## src/rtl/eeprom_logger_pkg.sv

```systemverilog
// Shared definitions for the sample logging path: FSM encoding for the
// EEPROM page writer, default bus widths and the slot count of the timer.
package eeprom_logger_pkg;

  // Default widths for a 32 KiB byte-addressed EEPROM and 8-bit samples.
  localparam int DATA_W_DEF = 8;
  localparam int ADDR_W_DEF = 15;

  // The sample timer walks slots 0..SLOT_COUNT-1 and wraps.
  localparam int SLOT_COUNT = 64;

  // Writer FSM encoding.
  localparam logic [1:0] ST_IDLE = 2'd0;
  localparam logic [1:0] ST_REQ  = 2'd1;
  localparam logic [1:0] ST_DONE = 2'd2;
  localparam logic [1:0] ST_STOP = 2'd3;

endpackage

```

## src/rtl/sample_fifo.sv

```systemverilog
// Synchronous first-word-fall-through FIFO. dout shows the head entry
// whenever the FIFO is non-empty. Simultaneous push and pop are both
// honoured, so a push into a full FIFO succeeds when the head is popped
// in the same cycle. flush empties the FIFO.
module sample_fifo
  #(
    parameter int WIDTH = 8,
    parameter int DEPTH = 4
  )
  (
    input  logic                       clk,
    input  logic                       rst,
    input  logic                       push,
    input  logic                       pop,
    input  logic                       flush,
    input  logic [WIDTH-1:0]           din,
    output logic [WIDTH-1:0]           dout,
    output logic                       empty,
    output logic                       full,
    output logic [$clog2(DEPTH):0]     count
  );

  localparam int PTR_W = $clog2(DEPTH);
  localparam int CNT_W = PTR_W + 1;

  logic [WIDTH-1:0] mem_q [DEPTH];
  logic [PTR_W-1:0] rd_ptr_q, rd_ptr_d;
  logic [PTR_W-1:0] wr_ptr_q, wr_ptr_d;
  logic [CNT_W-1:0] count_q,  count_d;
  logic             do_push;
  logic             do_pop;

  assign empty   = (count_q == '0);
  assign full    = (count_q == CNT_W'(DEPTH));
  assign count   = count_q;
  assign dout    = mem_q[rd_ptr_q];
  assign do_pop  = pop & ~empty;
  assign do_push = push & (~full | do_pop);

  // Next-state pointers and occupancy.
  always_comb begin
    // NOTE: every always_comb output gets a default first; a path that leaves one unassigned infers a latch.
    rd_ptr_d = rd_ptr_q;
    wr_ptr_d = wr_ptr_q;
    count_d  = count_q;
    if (flush) begin
      rd_ptr_d = '0;
      wr_ptr_d = '0;
      count_d  = '0;
    end else begin
      if (do_pop)  rd_ptr_d = rd_ptr_q + 1'b1;
      if (do_push) wr_ptr_d = wr_ptr_q + 1'b1;
      case ({do_push, do_pop})
        2'b10:   count_d = count_q + 1'b1;
        2'b01:   count_d = count_q - 1'b1;
        default: count_d = count_q;
      endcase
    end
  end

  // Pointer and occupancy registers.
  always_ff @(posedge clk or posedge rst) begin
    // NOTE: state registers use non-blocking assignment so every flop samples pre-edge values.
    if (rst) begin
      rd_ptr_q <= '0;
      wr_ptr_q <= '0;
      count_q  <= '0;
    end else begin
      rd_ptr_q <= rd_ptr_d;
      wr_ptr_q <= wr_ptr_d;
      count_q  <= count_d;
    end
  end

  // Storage array write port.
  always_ff @(posedge clk) begin
    // NOTE: the storage array is deliberately not reset; the pointers and count define which entries are valid.
    if (do_push && !flush) mem_q[wr_ptr_q] <= din;
  end

endmodule

```

## src/rtl/sample_page_writer.sv

```systemverilog
// Captures one sample byte per slot advance of the sample timer into a
// small FIFO and drains it, one byte at a time, to the EEPROM byte-write
// controller over a req/ack handshake with linear addresses. Logging stops
// permanently once MEM_BYTES bytes have been acknowledged.
module sample_page_writer
  import eeprom_logger_pkg::*;
  #(
    parameter int DATA_W     = DATA_W_DEF,
    parameter int ADDR_W     = ADDR_W_DEF,
    parameter int MEM_BYTES  = 32768,
    parameter int FIFO_DEPTH = 4
  )
  (
    input  logic              clk,
    input  logic              rst,
    input  logic              enable,
    input  logic [31:0]       samplecounter,
    input  logic [DATA_W-1:0] sample_data,
    output logic              wr_req,
    output logic [ADDR_W-1:0] wr_addr,
    output logic [DATA_W-1:0] wr_data,
    input  logic              wr_ack,
    output logic              busy,
    output logic              overrun,
    output logic              full,
    output logic [ADDR_W:0]   bytes_written
  );

  localparam int              CNT_W     = $clog2(FIFO_DEPTH) + 1;
  localparam logic [ADDR_W:0] MEM_LIMIT = (ADDR_W + 1)'(MEM_BYTES);

  logic [1:0]        state_q,         state_d;
  logic [31:0]       prev_q;
  logic              wr_req_q,        wr_req_d;
  logic [ADDR_W-1:0] wr_addr_q,       wr_addr_d;
  logic [DATA_W-1:0] wr_data_q,       wr_data_d;
  logic [ADDR_W:0]   bytes_written_q, bytes_written_d;
  logic              overrun_q,       overrun_d;
  logic              full_q,          full_d;

  logic              tick;
  logic              fifo_pop;
  logic              fifo_flush;
  logic [DATA_W-1:0] fifo_dout;
  logic              fifo_empty;
  logic              fifo_full;
  logic [CNT_W-1:0]  fifo_count;

  // Any change of the slot index is a slot advance, including the wrap to 0.
  assign tick       = enable & ~full_q & (samplecounter != prev_q);
  assign fifo_pop   = (state_q == ST_IDLE) & ~fifo_empty & ~full_q;
  assign fifo_flush = (state_q == ST_STOP);

  sample_fifo #(
    .WIDTH (DATA_W),
    .DEPTH (FIFO_DEPTH)
  ) u_fifo (
    .clk   (clk),
    .rst   (rst),
    .push  (tick),
    .pop   (fifo_pop),
    .flush (fifo_flush),
    .din   (sample_data),
    .dout  (fifo_dout),
    .empty (fifo_empty),
    .full  (fifo_full),
    .count (fifo_count)
  );

  // Sticky overrun: a tick found the FIFO full with no pop freeing a slot.
  assign overrun_d = overrun_q | (tick & fifo_full & ~fifo_pop);

  // Writer FSM: pop a byte, hold the request until acked, pause one cycle.
  always_comb begin
    state_d         = state_q;
    wr_req_d        = wr_req_q;
    wr_addr_d       = wr_addr_q;
    wr_data_d       = wr_data_q;
    bytes_written_d = bytes_written_q;
    full_d          = full_q;
    case (state_q)
      ST_IDLE: begin
        if (fifo_pop) begin
          wr_data_d = fifo_dout;
          wr_addr_d = bytes_written_q[ADDR_W-1:0];
          wr_req_d  = 1'b1;
          state_d   = ST_REQ;
        end
      end
      ST_REQ: begin
        if (wr_ack) begin
          wr_req_d = 1'b0;
          if (bytes_written_q != MEM_LIMIT) bytes_written_d = bytes_written_q + 1'b1;
          state_d  = ST_DONE;
        end
      end
      ST_DONE: begin
        if (bytes_written_q == MEM_LIMIT) begin
          full_d  = 1'b1;
          state_d = ST_STOP;
        end else begin
          state_d = ST_IDLE;
        end
      end
      ST_STOP: begin
        state_d = ST_STOP;
      end
      default: begin
        state_d = ST_IDLE;
      end
    endcase
  end

  // State, handshake and status registers; reset drops wr_req immediately.
  always_ff @(posedge clk or posedge rst) begin
    if (rst) begin
      state_q         <= ST_IDLE;
      prev_q          <= '0;
      wr_req_q        <= 1'b0;
      wr_addr_q       <= '0;
      wr_data_q       <= '0;
      bytes_written_q <= '0;
      overrun_q       <= 1'b0;
      full_q          <= 1'b0;
    end else begin
      state_q         <= state_d;
      prev_q          <= samplecounter;
      wr_req_q        <= wr_req_d;
      wr_addr_q       <= wr_addr_d;
      wr_data_q       <= wr_data_d;
      bytes_written_q <= bytes_written_d;
      overrun_q       <= overrun_d;
      full_q          <= full_d;
    end
  end

  assign wr_req        = wr_req_q;
  assign wr_addr       = wr_addr_q;
  assign wr_data       = wr_data_q;
  assign overrun       = overrun_q;
  assign full          = full_q;
  assign bytes_written = bytes_written_q;
  assign busy          = (fifo_count != '0) | wr_req_q;

endmodule

```

## config.mk

```make
export PLATFORM = sky130hd
export DESIGN_NAME = sample_page_writer
export DESIGN_NICKNAME = d
export VERILOG_FILES = /design/src/rtl/eeprom_logger_pkg.sv /design/src/rtl/sample_fifo.sv /design/src/rtl/sample_page_writer.sv
export SDC_FILE = /design/constraint.sdc
export NUM_CORES = 1
export LEC_CHECK = 0
export CAP_MARGIN = 20
export CORE_ASPECT_RATIO = 1.2
export CORE_MARGIN = 2
export CORE_UTILIZATION = 50
export DETAILED_ROUTE_END_ITERATION = 12
export PLACE_DENSITY = 0.78
export SLEW_MARGIN = 20
export SYNTH_ARGS = -nofsm -noshare
export SYNTH_HDL_FRONTEND = slang
export SYNTH_SLANG_ARGS = --single-unit
```

## constraint.sdc

```tcl
create_clock -name clk -period 4 [get_ports clk]
set_clock_uncertainty 0.05 [all_clocks]
set_input_delay 0.4 -clock clk [delete_from_list [all_inputs] [get_ports clk]]
set_output_delay 0.4 -clock clk [all_outputs]
set_load 0.05 [all_outputs]
```

# ---- Word level (Yosys, flattened, before mapping)
# Memories as Yosys holds them, arrays and structs flattened. A register that Yosys moved wholly into a read port is not among the register bits.
# Cells that the tools add are included.
dict set report op_classes {
  eq_ne 11
  n_reduce_logical 14
  add_sub_neg 5
  n_mux 15
  bitwise 15
}
# op n
set op_table {}
lappend op_table {{$ne A32 B32 Y1} 1}
lappend op_table {{$add A16 B1 Y16 const B} 1}
lappend op_table {{$eq A16 B16 Y1 const B} 1}
lappend op_table {{$ne A16 B16 Y1 const B} 1}
lappend op_table {{$mux W2} 7}
lappend op_table {{$and A1 B1 Y1} 8}
lappend op_table {{$pmux W2 S4} 1}
lappend op_table {{$eq A2 B2 Y1 const B} 3}
lappend op_table {{$pmux W3 S2} 1}
lappend op_table {{$reduce_and A2 Y1} 3}
lappend op_table {{$reduce_and A3 Y1} 2}
lappend op_table {{$reduce_bool A2 Y1} 3}
lappend op_table {{$reduce_bool A3 Y1} 2}
lappend op_table {{$add A2 B1 Y2 const B} 2}
lappend op_table {{$eq A2 B1 Y1 const B} 2}
lappend op_table {{$mux W1} 4}
lappend op_table {{$ne A2 B2 Y1 const B} 2}
lappend op_table {{$not A1 Y1} 4}
lappend op_table {{$add A3 B1 Y3 const B} 1}
lappend op_table {{$eq A3 B3 Y1 const B} 1}
lappend op_table {{$logic_not A3 Y1} 1}
lappend op_table {{$mux W3} 1}
lappend op_table {{$or A1 B1 Y1} 3}
lappend op_table {{$sub A3 B1 Y3 const B} 1}
lappend op_table {{4 further kinds} 4}
dict set report word_totals {
  inputBits 44
  ram_bits 32
  wordCells 71
  ff_bits 75
  n_memories 1
}
# name words width read_ports rd_clocked_by_memory_dff wr line
set mem_list {}
lappend mem_list {u_fifo.mem_q 4 8 1 1 1 sample_fifo.sv:26} ;# logic [WIDTH-1:0] mem_q [DEPTH];

# ---- Longest topological paths before layout
dict set report logic_depth {
  word_depth 10
  depth_mapped 10
}

# ---- Cells and area by module
# From an unflattened synthesis, not the netlist that was laid out.
dict set report hier_totals {
  hier_cells 325
  hier_area_um2 4779.6
}
# mod area_each_um2 n_inst cells_each seq_area_each_um2
set by_module_without_submodules {}
lappend by_module_without_submodules {sample_page_writer 3041.7 1 218 1901.8}
lappend by_module_without_submodules {sample_fifo 1737.9 1 107 1136.1}

# ---- Least setup slack after synthesis
# No wires, ideal clock.
dict set report synth_timing {
  path_type {reg2reg}
  start {register full_q (netlist: full)}
  end {register u_fifo.count_q[1] (netlist: u_fifo.count[1])}
  setup_ns 0.124
  period_less_slack_ns 2.470
  path_buffers 2
  required_time_ns 3.826
  stages_incl_launch_ff 10
  t_arrival_ns 2.296
  setup_slack_ns 1.530
  path_cell_list {dfrtp_1 -> or4_1 -> buf_2 -> buf_1 -> nor2_1 -> fa_1 -> nand2_1 -> nand2_1 -> o21ai_0 -> a21oi_1}
}
dict set report synth_between {
  elab_chain_len 8
  word_cells_on_any_way 12
  classes_between {eq/ne (2); mux (2); bitwise (7); reduce/logical (1)}
}
# element line
set synth_rtl {}
lappend synth_rtl {{start: declaration} sample_page_writer.sv:39} ;# logic full_q, full_d;
lappend synth_rtl {{start signal: assignment} sample_page_writer.sv:133} ;# full_q <= full_d;
lappend synth_rtl {{$not A1 Y1 *} {sample_page_writer.sv:50, sample_page_writer.sv:51}}
lappend synth_rtl {{$and A1 B1 Y1} sample_page_writer.sv:51} ;# assign fifo_pop = (state_q == ST_IDLE) & ~fifo_empty & ~full_q;
lappend synth_rtl {{$and A1 B1 Y1} sample_fifo.sv:37} ;# assign do_pop = pop & ~empty;
lappend synth_rtl {{$or A1 B1 Y1} sample_fifo.sv:38} ;# assign do_push = push & (~full | do_pop);
lappend synth_rtl {{$and A1 B1 Y1} sample_fifo.sv:38}
lappend synth_rtl {{$eq A2 B1 Y1 / $eq A2 B2 Y1 (equally long branches)} sample_fifo.sv:53} ;# case ({do_push, do_pop})
lappend synth_rtl {{$pmux W3 S2} sample_fifo.sv:53}
lappend synth_rtl {{$mux W3} sample_fifo.sv:46} ;# if (flush) begin
lappend synth_rtl {{end signal: assignment} sample_fifo.sv:71} ;# count_q <= count_d;
lappend synth_rtl {{end: declaration} sample_fifo.sv:29} ;# logic [CNT_W-1:0] count_q, count_d;
# Mark *: on every way between the ends. The rest lies on a longest branch, timed or not.
# A chain may end at the register's enable or synchronous reset.

# ---- Final worst setup path
dict set report layout_timing {
  start {register u_fifo.count_q[0] (netlist: u_fifo.count[0])}
  end {output port busy}
}
dict set report layout_between {
  elab_chain_len 2
}
# element line
set layout_rtl {}
lappend layout_rtl {{$reduce_bool A3 Y1} sample_page_writer.sv:143} ;# assign busy = (fifo_count != '0) | wr_req_q;
lappend layout_rtl {{$or A1 B1 Y1} sample_page_writer.sv:143}
lappend layout_rtl {{end: declaration} sample_page_writer.sv:23} ;# output logic busy,
# Every way passes these cells.

==> summary.md <==
| Metric | Value |
|---|---|
| Status | complete, no violations |
| Clock Root Buffer | clkbuf_8 |
| Synth cell types | 35 |
| Syn Area/Cell | ~14 um^2 |
| Slew Viols, Final | 0 |
| DR WL/cell | 15.9 um |
| Final nets | slightly below 500 |
| Initial DRT Pass Iterations | 5 |
| Max_cap viols | 0 |
| Total clock sinks | 115 |
| Post-route insts no fill | 576 |
| Worst Hold Class | input port to async pin |
| Die X | 92.0 um |
| # setup viols final | 0 |
| Synth-to-layout area growth | 32.8% |
| Crit path max fanout | 5 |
| Placed Instances | approximately 550 |
| Reg area | 3040 um^2 |
| PD cells | ~420 nW/um^2 |
| Via/cell ratio | 5.13 |
| Setup CP Type | flip-flop to output pin |
| Warnings from Yosys | 0 |
| Core footprint | 9030 um^2 |
| Die Ht | 110 um |
| Clock latency at the later pin of the worst-skew pair | 0.51 ns |
| Worst slew pin tran | 0.741 ns |
| TritonCTS Buffers | 17 |
| I/O pins | between 80 and 90 |
| Syn Nets | 394 |
| Largest area contributor in the netlist | dfrtp_1 |
| Global Route Usage Sum | 0.197 |
| Leakage power | ~2.6 nW |
| Max clock buf depth | 2 |
| Site Rows | 38 |
| Sequential-to-total area share from yosys stat | 0.654 |
| Hold Vio Cnt, Final | 0 |
| Fillers | approximately 640 |
| Setup Fix Bufs, Post-CTS | 0 |
| Die area | a little over 10,000 um^2 |
| CP Capture Type | output pin |
| Placer Congestion | 0.810 |
| Largest net degree at the start of global routing | 43 |
| Footprint of the multi-input gates | 1550 um^2 |
| Clock Pin Slew Worst Setup and Hold Paths | 0.05 ns |
| DRC | 0 |
| Final design utilization | 0.683 |
| Drt initial violations | 107 |
| Share of layout cells above drive strength 1 | 0.114 |
| Worst path arrival time | 2.27 ns |
| Top post-synthesis cells by area | dfrtp_1, edfxtp_1, xnor2_1 |
| Grt total ovfl | 0 |
| Hold_buf cts | 0 |
| Antenna cells | 0 |
| Critical Path RT | 3.55 ns |
| Global-route wire length before repair | 14,800 um |
| Max VDD drop | 0.277 mV |
| Yosys top cell area share | 0.447 |
| Max Fclk | roughly 370 MHz |
| CTS resizes | 0 |
| Slew HR | 0.502 |
| Synth Cell Area | 4640 um^2 |
| ANT nets after route | 0 |
| Final cycle utilization of the critical path | 0.680 |
| H-tree levels | 4 |
| Initial core utilization | 0.514 |
| CTS tree | built |
| Final WL | 9160 um |
| Dpl hpwl | around 6200 um |
| Syn Inst Count | 343 |
| Antenna violations before repair | 0 |
| RSZ-0062 raised after global routing | false |
| Crit path time final | between 2 and 3 ns |
| Via Count | 2,953 |
| Number of global-route vias before repair | 3,139 |
| Yosys reg bits | 115 |
| Critical Path Source Type | flip-flop |
| Fin Setup TNS | 0 ns |
| Port Buf Inserts | 86 |
## worst max-delay path, cell delays in order (launching register included)
cell             delay [ns]
dfrtp_1                0.43
nor3_1                 0.48
nand2b_1               0.11
clkdlybuf4s50_1        0.74
## cell type report
cell class | instances | share of cell area
clock inverters | 7 | 0.00568
inverters | 9 | 0.00568
repair buffers | 90 | 0.144
clock buffers | 24 | 0.0765
well taps | 120 | 0.0244
multi-input cells | 211 | 0.251
flip-flops and latches | 115 | 0.493
## metrics by stage
stage | hold WS [ns] | worst slack [ns] | power (W) | area [um^2]
after floorplan | 0.381 | 1.41 | 0.00130 | 4640
after global placement | 0.399 | 1.08 | 0.00136 | 5660
after detailed placement | 0.412 | 0.994 | 0.00137 | 5660
after CTS | 0.265 | 1.24 | 0.00265 | 6170
after global routing | 0.301 | 1.11 | 0.00272 | 6170
final | 0.256 | 1.28 | 0.00262 | 6170
## cell usage in the layout (no fill, tap or decap), types with 11 or more instances in the layout
cell             synthesis  layout
clkdlybuf4s50_1          0      86
dfrtp_1                 83      83
nand2_1                 52      52
xnor2_1                 43      43
edfxtp_1                32      32
nor2_1                  17      17
clkbuf_16                0      17
nand4_1                 13      13
o21ai_0                 11      11
## cells by family after synthesis
logic type                 count (synthesis)  share of synthesized area
DFF                                      115                      0.654
and+or+nand+nor                          114                      0.123
xor gates and xnor gates                  51                     0.0962
muxes                                     20                     0.0668
AOI/OAI and AO/OA                         19                     0.0248
buffers and inverters                     17                     0.0148
adders and majority gates                  7                     0.0205
## sequential cells by signal (all words and copies together) (netlist names)
name and flops:
u_fifo.wr_ptr_q 2, wr_addr 15, u_fifo.mem_q 32, wr_data 8, wr_req 1, bytes_written 16, state_q 2, overrun 1
full 1, u_fifo.count 3, u_fifo.rd_ptr_q 2, prev_q 32
## power by group
part | total, W | internal [W] | switching, W
clock | 0.00127 | 0.000800 | 0.000475
sequential | 0.00123 | 0.00123 | 0.00000755
combinational | 0.000111 | 0.0000634 | 0.0000474
## final timing paths
| path | start | end | slack (ns) | cells past startpoint |
|---|---|---|---|---|
| worst min-delay path | rst | prev_q[14]$_DFF_PP0_ | 0.26 | 2 |
| max in group asynchronous | rst | prev_q[29]$_DFF_PP0_ | 2.88 | 3 |
| min in group clk | samplecounter[24] | prev_q[24]$_DFF_PP0_ | 0.32 | 1 |
| worst min register to register | wr_addr[13]$_DFFE_PP0P_ | wr_addr[13]$_DFFE_PP0P_ | 0.42 | 2 |
| worst max-delay path | u_fifo.count[0]$_DFFE_PP0P_ | busy | 1.28 | 3 |
| worst max register to register | prev_q[0]$_DFF_PP0_ | u_fifo.count[1]$_DFFE_PP0P_ | 1.51 | 10 |
## layer usage
layer  vias up  track usage  wire length (um)
li1       1383            -                 -
met1      1445        0.217              3630
met2       100        0.341              4780
met3        25       0.0768               503
met4         0       0.0864               243
met5         -            0                 0
## Yosys cell counts (all sizes together)
| cell type | count |
|---|---|
| a211oi | 1 |
| a21o | 1 |
| a21oi | 2 |
| a22oi | 1 |
| and2 | 2 |
| and3 | 6 |
| buf | 6 |
| clkbuf | 2 |
| dfrtp | 83 |
| edfxtp | 32 |
| fa | 1 |
| ha | 6 |
| inv | 9 |
| mux2 | 8 |
| mux2i | 4 |
| mux4 | 8 |
| nand2 | 52 |
| nand2b | 8 |
| nand3 | 4 |
| nand4 | 13 |
| nor2 | 17 |
| nor2b | 1 |
| nor3 | 3 |
| nor3b | 1 |
| nor4 | 4 |
| nor4b | 2 |
| o21ai | 11 |
| o21bai | 1 |
| o22ai | 1 |
| o311ai | 1 |
| or4 | 1 |
| xnor2 | 43 |
| xor2 | 8 |
No activity file was read; power rests on OpenSTA's default activity.
